## config.mk

```make
export PLATFORM = sky130hd
export DESIGN_NAME = move_resolver
export DESIGN_NICKNAME = d
export VERILOG_FILES = /design/src/rtl/move_resolver.sv
export SDC_FILE = /design/constraint.sdc
export NUM_CORES = 1
export LEC_CHECK = 0
export ABC_AREA = 1
export CAP_MARGIN = 25
export CORE_ASPECT_RATIO = 0.6
export CORE_MARGIN = 1
export CORE_UTILIZATION = 48
export DETAILED_ROUTE_END_ITERATION = 8
export GPL_ROUTABILITY_DRIVEN = 0
export PLACE_DENSITY_LB_ADDON = 0.2
export SYNTH_ARGS = -nofsm -noshare
export SYNTH_HDL_FRONTEND = slang
export SYNTH_SLANG_ARGS = --single-unit
```

## constraint.sdc

```tcl
create_clock -name clk -period 1.75 [get_ports clk]
set_input_delay 0.35 -clock clk [delete_from_list [all_inputs] [get_ports clk]]
set_output_delay 0.35 -clock clk [all_outputs]
set_load 0.02 [all_outputs]
```

## src/rtl/move_resolver.sv

```systemverilog
// Resolves one selected move: rolls an 8-bit LFSR against accuracy, then drains defender HP one point
// every DRAIN_DIV cycles. Optional build macro CRIT_HIT_EN enables critical hits (double damage).
module move_resolver #(
  parameter int         HP_W      = 8,
  parameter int         HP_INIT   = 100,
  parameter int         DRAIN_DIV = 4,
  parameter logic [7:0] LFSR_SEED = 8'hA5
) (
  input  logic            clk,
  input  logic            reset,
  input  logic            start,
  input  logic [3:0]      dmg,
  input  logic [3:0]      accu,
  input  logic            new_battle,
  output logic            busy,
  output logic            done,
  output logic            hit,
  output logic            crit,
  output logic [HP_W-1:0] hp,
  output logic            fainted
);

  localparam int TW = (DRAIN_DIV > 1) ? $clog2(DRAIN_DIV) : 1;

  typedef enum logic [1:0] {
    IDLE  = 2'd0,
    ROLL  = 2'd1,
    DRAIN = 2'd2,
    DONE  = 2'd3
  } state_t;

  state_t          state, state_nxt;
  logic [7:0]      lfsr;
  logic [3:0]      dmg_q, accu_q;
  logic [4:0]      drain_cnt;
  logic [TW-1:0]   tick;
  logic            roll_hit;
  logic            tick_term;
  logic            hp_last;
  logic            accept;
  logic [4:0]      eff_dmg;

  // Handshake: start is a request that is accepted only when the FSM sits in IDLE with a living
  // defender and no new_battle in the same cycle; anything arriving while busy is dropped.
  assign accept    = (state == IDLE) && start && !new_battle && !fainted;
  assign roll_hit  = (accu_q == 4'hF) || (lfsr[3:0] < accu_q);
  assign tick_term = (tick == TW'(DRAIN_DIV - 1));
  assign hp_last   = (hp == HP_W'(1));

  assign busy    = (state != IDLE);
  assign done    = (state == DONE);
  assign fainted = (hp == '0);

`ifdef CRIT_HIT_EN
  logic roll_crit;
  logic crit_q;
  assign roll_crit = roll_hit && (lfsr[7:4] == 4'h0);
  assign eff_dmg   = roll_crit ? {dmg_q, 1'b0} : {1'b0, dmg_q};
  assign crit      = crit_q;

  always_ff @(posedge clk) begin
    if (reset) begin
      crit_q <= 1'b0;
    end else if (accept) begin
      crit_q <= 1'b0;
    end else if (state == ROLL) begin
      crit_q <= roll_crit;
    end
  end
`else
  assign eff_dmg = {1'b0, dmg_q};
  assign crit    = 1'b0;
`endif

  always_ff @(posedge clk) begin
    if (reset) begin
      state <= IDLE;
    end else begin
      state <= state_nxt;
    end
  end

  always_comb begin
    state_nxt = state;
    case (state)
      IDLE:  if (accept) state_nxt = ROLL;
      ROLL:  if (!roll_hit || (eff_dmg == 5'd0)) state_nxt = DONE;
             else state_nxt = DRAIN;
      DRAIN: if (tick_term && ((drain_cnt == 5'd1) || hp_last)) state_nxt = DONE;
      DONE:  state_nxt = IDLE;
      default: state_nxt = IDLE;
    endcase
  end

  // LFSR free-runs every cycle, so the roll depends on how long the FSM idled.
  always_ff @(posedge clk) begin
    if (reset) begin
      lfsr      <= LFSR_SEED;
      hp        <= HP_W'(HP_INIT);
      hit       <= 1'b0;
      dmg_q     <= 4'd0;
      accu_q    <= 4'd0;
      drain_cnt <= 5'd0;
      tick      <= '0;
    end else begin
      lfsr <= {lfsr[6:0], lfsr[7] ^ lfsr[5] ^ lfsr[4] ^ lfsr[3]};
      case (state)
        IDLE: begin
          if (new_battle) begin
            hp <= HP_W'(HP_INIT);
          end else if (accept) begin
            dmg_q  <= dmg;
            accu_q <= accu;
            hit    <= 1'b0;
          end
        end
        ROLL: begin
          hit       <= roll_hit;
          drain_cnt <= eff_dmg;
          tick      <= '0;
        end
        DRAIN: begin
          if (tick_term) begin
            tick      <= '0;
            drain_cnt <= drain_cnt - 5'd1;
            if (hp != '0) hp <= hp - HP_W'(1);
          end else begin
            tick <= tick + TW'(1);
          end
        end
        default: ;
      endcase
    end
  end

endmodule
```

Yosys cells after proc, flatten, opt, wreduce, memory -nomap -nowiden --
Index checks and enable logic that the tools add are counted. W data, S select, Z words.
Storage, ports and cells: bits in registers 34, word-level logic and storage cells 67, output and inout bits 13
Operators by class: equality and inequality tests 13, add/subtract/negate cells 3, order comparisons 1, mux-type cells 15, bitwise operators 4, reductions and logical operators 23
Operator list (number):
- $mux W8 | 3
- $pmux W8 S2 | 1
- $ne A2 B2 Y1 const B | 6
- $pmux W5 S2 | 1
- $eq A8 B1 Y1 const B | 1
- $logic_not A8 Y1 | 1
- $pmux W2 S4 | 1
- $reduce_bool A2 Y1 | 4
- $reduce_bool A8 Y1 | 1
- $sub A8 B1 Y8 const B | 1
- $eq A2 B2 Y1 const B | 3
- $mux W2 | 3
- $reduce_and A3 Y1 | 2
- $eq A5 B1 Y1 const B | 1
- $logic_not A5 Y1 | 1
- $mux W5 | 1
- $sub A5 B1 Y5 const B | 1
- $eq A4 B4 Y1 const B | 1
- $logic_and A1 B1 Y1 | 4
- $lt A4 B4 Y1 | 1
- $pmux W2 S2 | 1
- $reduce_and A2 Y1 | 2
- $reduce_and A4 Y1 | 1
- $logic_not A1 Y1 | 3
- other kinds (8) | 14

Longest topological paths before layout --
Gate-level depths: netlist of run 1.
word-level depth 7, mapped depth 12, mapped depth without buffers 12

Worst setup path before layout of run 1 --
OpenSTA, ideal clock, no wires.
kind register to register, start register state[0], end register hp[5], buffers on the path 0, path slack 12 ps, period minus slack after synthesis 1738 ps, data arrival time 1618 ps, library setup time 120 ps, cell stages (with the launch flop) 13, required time 1630 ps, cell sequence dfxtp_1 inv_1 ha_1 inv_2 nor2_2 a21oi_4 nand2_2 o21ai_4 inv_4 nor2_8 nand2_1 nand2_1 nand3_1
On the way: word-level cells in the longest chain between the ends 3
Ends and longest elaborated chain:
- start: declaration | line 32 | state_t state, state_nxt;
- start signal: assignment | line 79 | state <= state_nxt;
- $eq A2 B2 Y1 / $logic_not A2 Y1 (equally long branches) | line 107 | case (state)
- $ne A2 B2 Y1 (no line) / $reduce_bool A2 Y1 (equally long branches)
- $reduce_and A4 Y1 (no line)
- end signal: assignment | line 99 | hp <= HP_W'(HP_INIT);
- end signal: assignment | line 110 | hp <= HP_W'(HP_INIT);
- end signal: assignment | line 126 | if (hp != '0) hp <= hp - HP_W'(1);
- end: declaration | line 19 | output logic [HP_W-1:0] hp,
Several ways; a longest one is shown, not always the timed one. A chain may end at the register's enable or synchronous reset.

Worst setup path after layout of run 1 --
start register hp[6], end output hp[6]
No word-level cell between the ends.

==> impl_results.md, run 1 <==
* Cell internal pwr at 2.23 mW
* Worst EP required at 1400 ps
* Leakage power figure at 1.08 nW
* Post-route non-filler standard cell count at 325
* Flop-to-flop setup slack at 70 ps
* Port bufs at 23
* Max cap viols at 0
* Ys Warns at 0
* Clk Latency, worst-skew pair at 280 ps
* Pwr dens at 1580 mW/mm²
* I/O pins at 25
* Final ANT Viol Nets at 0
* Layout area overhead at 32.6%
* Worst Setup Start Kind: register
* Hold Buf Count CTS at 0
* Reg clk slew, reported paths at 70 ps
* Maximum vdd drop at 0.000993 V
* Root Driver: clkbuf_8
* Worst r2r src: state[1]
* Crit path cell chain: buf_4 -> clkdlybuf4s50_1
* Pre-Repair DR Iteration Count at 4
* CTS max path bufs at 2
* Layout cells sized above 1 at 20.0%
* Worst Hold Launch: lfsr[6]
* Vias in the first global route at 1441
* Switching power at 1.45 mW
* Status: finished, final reports clean
* Sequential-to-total area share from yosys stat at 38.7%
* Final slew viol count at 0
* Setup crit end kind: output port
* First-pass GRT wire length at 6.67 mm
* Minimum clock period after layout at 1690 ps
* Die width at 80.1 µm
* First DRT Iteration DRCs at 71
* Total global routing overflow at 0
* H-Tree Depth at 2
* Max Fanout on Critical Path at 2
* Initial Util at 52.2%
* Placed cell count at 315
* Max Freq at 592 MHz
* CTS tree: built
* Slowest cell on crit path: clkdlybuf4s50_1
* Final net count at 305
* Syn_area_per_cell at 7.57 µm²
* Drt via density at 4.95
* Synthesized area at 0.00176 mm²
* Diode count at 0
* Initial antenna violation count at 0
* Final Routed Wirelength at 4.14 mm
* Tot GR Track Use at 23.0%
* Gate power share at 51.1%
* Final Hold Vio Count at 0
* Arrival @ worst endpoint at 1340 ps
* WL per Instance at 12.7 µm
* CTS Buf Count at 5
* Final period util at 96.5%
* Num rows at 16
* Largest net degree at the start of global routing at 17
* Setup TNS at 0 ps
* Post-detail-place hpwl at 2.99 mm
* Cells after Synth at 232
* Core area at 0.00336 mm²
* FF+latch count, synth at 34
* Fillers at 289
* Switching Fraction at 39.4%
* Clock Sinks at 34
* Post-Route Skew at 4.69 ps
* Critical setup path kind: reg -> out
* Netlist cell types at 32
* Endpoints failing setup at 0
* DIE AREA at 0.00391 mm²
* Die Height at 48.9 µm
* Hold Crit Class: reg -> reg
* Largest stage delay on the critical path at 590 ps
* Post-route DRC at 0
* Reg power frac at 28.6%
* Critical Path Source: hp[6]
* Syn nets at 257
* Clk pwr share at 20.3%
* Vias post-DR at 1608
==> layout make-up <==
class	count	area (µm²)	share of cell area, %
inverters	31	126	5.42
repair buffers	47	412	17.7
flip-flops and latches	34	683	29.3
multi-input cells	161	940	40.3
clock buffers	6	82.6	3.54
clock inverters	1	30.0	1.29
well taps	45	56.3	2.42
==> metrics by stage <==
stage	cell area (µm²)	worst slack (ps)	hold WS [ps]	util, %	total power, mW
4_1_cts	2270	0.180	423	67.6	3.51
3_5_place_dp	2160	-45.0	403	64.3	2.77
5_1_grt	2330	-18.3	429	69.3	3.93
3_3_place_gp	2160	-3.20	398	64.3	2.74
2_1_floorplan	1760	11.9	389	-	2.14
6_report	2330	61.1	417	69.3	3.67
==> state kept, by name, summed over array words and instances, names as in the netlist <==
register and cells:
tick 2, drain_cnt 5, accu_q 4, hit 1
state 2, dmg_q 4, lfsr 8, hp 8
==> cell usage in the layout (no fill, tap or decap), drive strengths merged, types with 2 or more instances in the layout <==
cell type / count
nand2: 37
inv: 31
dlygate4sd2: 2
or2: 3
a21oi: 19
a211oi: 2
clkdlybuf4s50: 18
clkbuf: 7
nand3: 6
xor2: 5
ha: 13
nand4: 4
dfxtp: 34
nor2: 41
o21ai: 24
buf: 24
dlymetal6s2s: 2
==> path summary, 6_finish.rpt <==
kind	end	cells after the start
hold reg to reg	lfsr[7]	1
setup reg to reg	hp[2]	10
hold / removal	lfsr[7]	1
setup / recovery	hp[6]	2
==> synth_stat cells, drive strengths merged <==
cell type | number | area share (%)
nor2 | 41 | 11
and3 | 1 | 0.43
dfxtp | 34 | 39
clkbuf | 3 | 0.64
buf | 3 | 1.5
xnor2 | 1 | 0.50
nand2 | 37 | 8.0
nand3 | 6 | 1.7
o211ai | 1 | 0.43
nand4 | 4 | 1.4
a31oi | 1 | 0.36
xor2 | 5 | 2.5
nor3 | 1 | 0.28
a211oi | 2 | 0.85
conb | 1 | 0.21
or2 | 3 | 1.1
a21oi | 19 | 6.1
o22ai | 1 | 0.36
o21ai | 24 | 7.5
inv | 31 | 7.1
ha | 13 | 9.3
==> power groups by stage <==
stage	Sequential (mW)	Clock (mW)	Combinational (mW)
6_report	1.05	0.745	1.88
5_1_grt	1.07	0.793	2.07
4_1_cts	1.03	0.754	1.72
3_5_place_dp	1.05	0	1.72
3_3_place_gp	1.05	0	1.70
2_1_floorplan	1.11	0	1.03
==> critical path: cells and delay by family (launching register included) <==
family	cells	cell delay, ps
flops	1	340
buf+inv	2	710
==> metal layers <==
metal / track usage, % / part of all wire (%) / routed length (µm) / up-vias
met3: 6.17 / 5.5 / 228 / 4
met1: 36.5 / 57 / 2360 / 722
li1: - / - / - / 836
met4: 8.93 / 1.1 / 44 / 0
met5: 0 / 0 / 0 / -
met2: 28.2 / 36 / 1510 / 46
==> cells by family after synthesis <==
logic type,after synthesis,synth area share (%)
and+or+nand+nor,93,24.1
xor gates and xnor gates,6,2.99
AOI/OAI and AO/OA,48,15.5
buffers and inverters,37,9.19
other,1,0.213
DFF,34,38.7
adders and majority gates,13,9.26
==> repair_timing <==
| action | in CTS | in global routing |
|---|---|---|
| endpoints found under the setup margin | 3 | 21 |
| setup buffers | 0 | 3 |
| pin swaps | 0 | 1 |
| hold endpoints to repair | 0 | 0 |
| resized for setup | 4 | 13 |
(Power assumes the default switching activity.)
==> inputs of run 2 (changes only) <==
CORE_MARGIN = default   (was 1)
PLACE_DENSITY = 0.73   (was default)
PLACE_DENSITY_LB_ADDON = default   (was 0.2)
==> run 2 against run 1 <==
Effect of this change:
- sequential power barely moved
- via count fell by 1.7%
- global-route usage fell by 1.3 points
- core utilization fell by 1.0 points
- design area fell by 1.5%
- clock power fell by 29%
- register-to-register slack barely moved
- maximum frequency rose by 0.84%
- sequential share of layout area rose by 0.45 points
- worst hold slack improved by 12 ps
- critical path type unchanged
- highest routed layer unchanged
==> impl_results.md, run 2 (synthesis gave the netlist of run 1 again) <==
* Placed cell count at 313 (-0.63%)
* Largest net degree at the start of global routing at 17 (unchanged)
* Vias post-DR at 1581 (-1.7%)
* Critical path destination: hp[1]
* Arrival @ worst endpoint at 1320 ps (-20 ps)
* Tot GR Track Use at 21.6% (-1.3 points)
* Reg clk slew, reported paths at 70 ps (about the same)
* Hold Path Depth at 2 (+1)
* Worst EP required at 1400 ps (about the same)
* Setup crit end kind: output port
* Path depth of the worst reg2reg path at 11 (+1)
* RSZ-0062 raised after global routing: yes
* Crit path cell chain: buf_4 -> clkdlybuf4s50_1
* Vias in the first global route at 1432 (-0.62%)
* Top delay family on crit path: buffers and inverters
* GR Util met3 at 7.29% (+1.1 points)
* DIE AREA at 0.00391 mm² (unchanged)
* Minimum clock period after layout at 1670 ps (-14.0 ps)
* First DRT Iteration DRCs at 46 (-35%)
* Post-route DRC at 0 (unchanged)
* Post-detail-place hpwl at 2.93 mm (-1.9%)
* Status: finished, final reports clean
* Post-Route Skew at 6.22 ps (+1.53 ps)
* Critical Path Source: hp[1]
* Drt via density at 4.88 (-1.4%)
* Post-route non-filler standard cell count at 324 (-0.31%)
* Dpl cell area at 0.00215 mm² (-0.69%)
* Pre-Repair DR Iteration Count at 4 (unchanged)
* Critical setup path kind: reg -> out
* Max Fanout on Critical Path at 3 (+1)
* WL per Instance at 11.8 µm (-7.8%)
* Clock Sinks at 34 (unchanged)
* Final ANT Viol Nets at 0 (unchanged)
* Layout area overhead at 30.6%
* Layout cells sized above 1 at 20.1% (+0.072 points)
* Initial antenna violation count at 0 (unchanged)
* Leakage power figure at 1.06 nW (-2.0%)
* Num rows at 16 (unchanged)
* Initial Util at 52.2% (unchanged)
* Pwr dens at 1500 mW/mm² (-4.9%)
* Total global routing overflow at 0 (unchanged)
* Setup TNS at 0 ps (unchanged)
* Met2 GRT Util at 28.6% (+0.43 points)
* Hold Crit Class: reg -> reg
* Worst Setup Start Kind: register
* Port bufs at 23 (unchanged)
* Worst path depth at 2 (unchanged)
* Worst r2r dst: hp[1]
* Final period util at 95.7% (-0.80 points)
* Endpoints failing setup at 0 (unchanged)
* Slowest cell on crit path: clkdlybuf4s50_1
* Final slew viol count at 0 (unchanged)
* Core area at 0.00336 mm² (unchanged)
* Most Crowded Layer GR: met1
* Maximum vdd drop at 0.00128 V (+29%)
* Global Route met1 Usage at 33.4% (-3.0 points)
* Max Freq at 597 MHz (+0.84%)
* H-Tree Depth at 2 (unchanged)
* I/O pins at 25 (unchanged)
* Die width at 80.1 µm (unchanged)
* Root Driver: clkbuf_8
* Die Height at 48.9 µm (unchanged)
* First-pass GRT wire length at 6.47 mm (-3.0%)
* CTS Buf Count at 5 (unchanged)
* Most frequent cells in the layout: 35 x nand2_1, 33 x nor2_1, 32 x dfxtp_1, 25 x inv_1, 22 x buf_4
* Flop-to-flop setup slack at 80 ps (about the same)
* Final Routed Wirelength at 3.81 mm (-8.0%)
* Worst r2r src: state[1]
* Worst path buffer plus inverter count at 2 (unchanged)
* Final Total Pwr at 3.44 mW (-6.3%)
* Diode count at 0 (unchanged)
* Largest stage delay on the critical path at 590 ps (about the same)
* Final net count at 304 (-0.33%)
* Clk Latency, worst-skew pair at 280 ps (about the same)
* Final instance area at 0.00229 mm² (-1.5%)
* CTS tree: built
* CTS max path bufs at 2 (unchanged)
* Max cap viols at 0 (unchanged)
* Leading cell type in the layout, fill and taps excluded: nand2_1
* Top flop regs: hp (8), lfsr (8), drain_cnt (5)
* Final Hold Vio Count at 0 (unchanged)
run 2: worst min-delay path by stage:
stage | startpoint | endpoint
6_report | lfsr[2] | lfsr[3]
5_1_grt | lfsr[6] | lfsr[7]
4_1_cts | lfsr[2] | lfsr[3]
3_5_place_dp | lfsr[6] | lfsr[7]
3_3_place_gp | lfsr[6] | lfsr[7]
2_1_floorplan | lfsr[6] | lfsr[7]
run 2: area by class of cell:
class                           count  area (µm²)
Inverter                           31         129
Multi-Input combinational cell    161         948
Clock buffer                        7        76.3
Sequential cell                    34         683
Timing Repair Buffer               46         402
Tap cell                           45        56.3
Fill cell                         288        1070
run 2: tightest hold or removal path: stages (launching register included):
cell and delay (ps):
dfxtp_1 310, inv_1 50, nor2_1 30
run 2: through the flow:
step	util (%)	hold WS [ps]	setup WS, ps
floorplan	-	389	11.9
global placement	63.9	390	12.7
detailed placement	63.9	407	-32.9
CTS	66.4	433	2.66
global route	68.2	452	-39.3
finish	68.2	429	75.1
run 2: power by group:
group / switching, mW / internal, mW / leakage, nW
combinational: 1.02 / 0.827 / 0.743
sequential: 0.124 / 0.938 / 0.281
clock: 0.254 / 0.274 / 0.0383
total: 1.40 / 2.04 / 1.06
run 2: per-layer routing:
| layer | vias up | part of all wire [%] |
|---|---|---|
| li1 | 833 | - |
| met1 | 703 | 57 |
| met2 | 43 | 36 |
| met3 | 2 | 6.1 |
| met4 | 0 | 0.31 |
| met5 | - | 0 |
run 2: what timing repair did:
action / 4_1_cts / 5_1_grt
pin swaps: 1 / 1
hold buffers: 0 / 0
setup buffers: 1 / 3
cloned: 0 / 0
setup endpoints to repair: 6 / 15
endpoints found under the hold margin: 0 / 0
resized for setup: 7 / 15
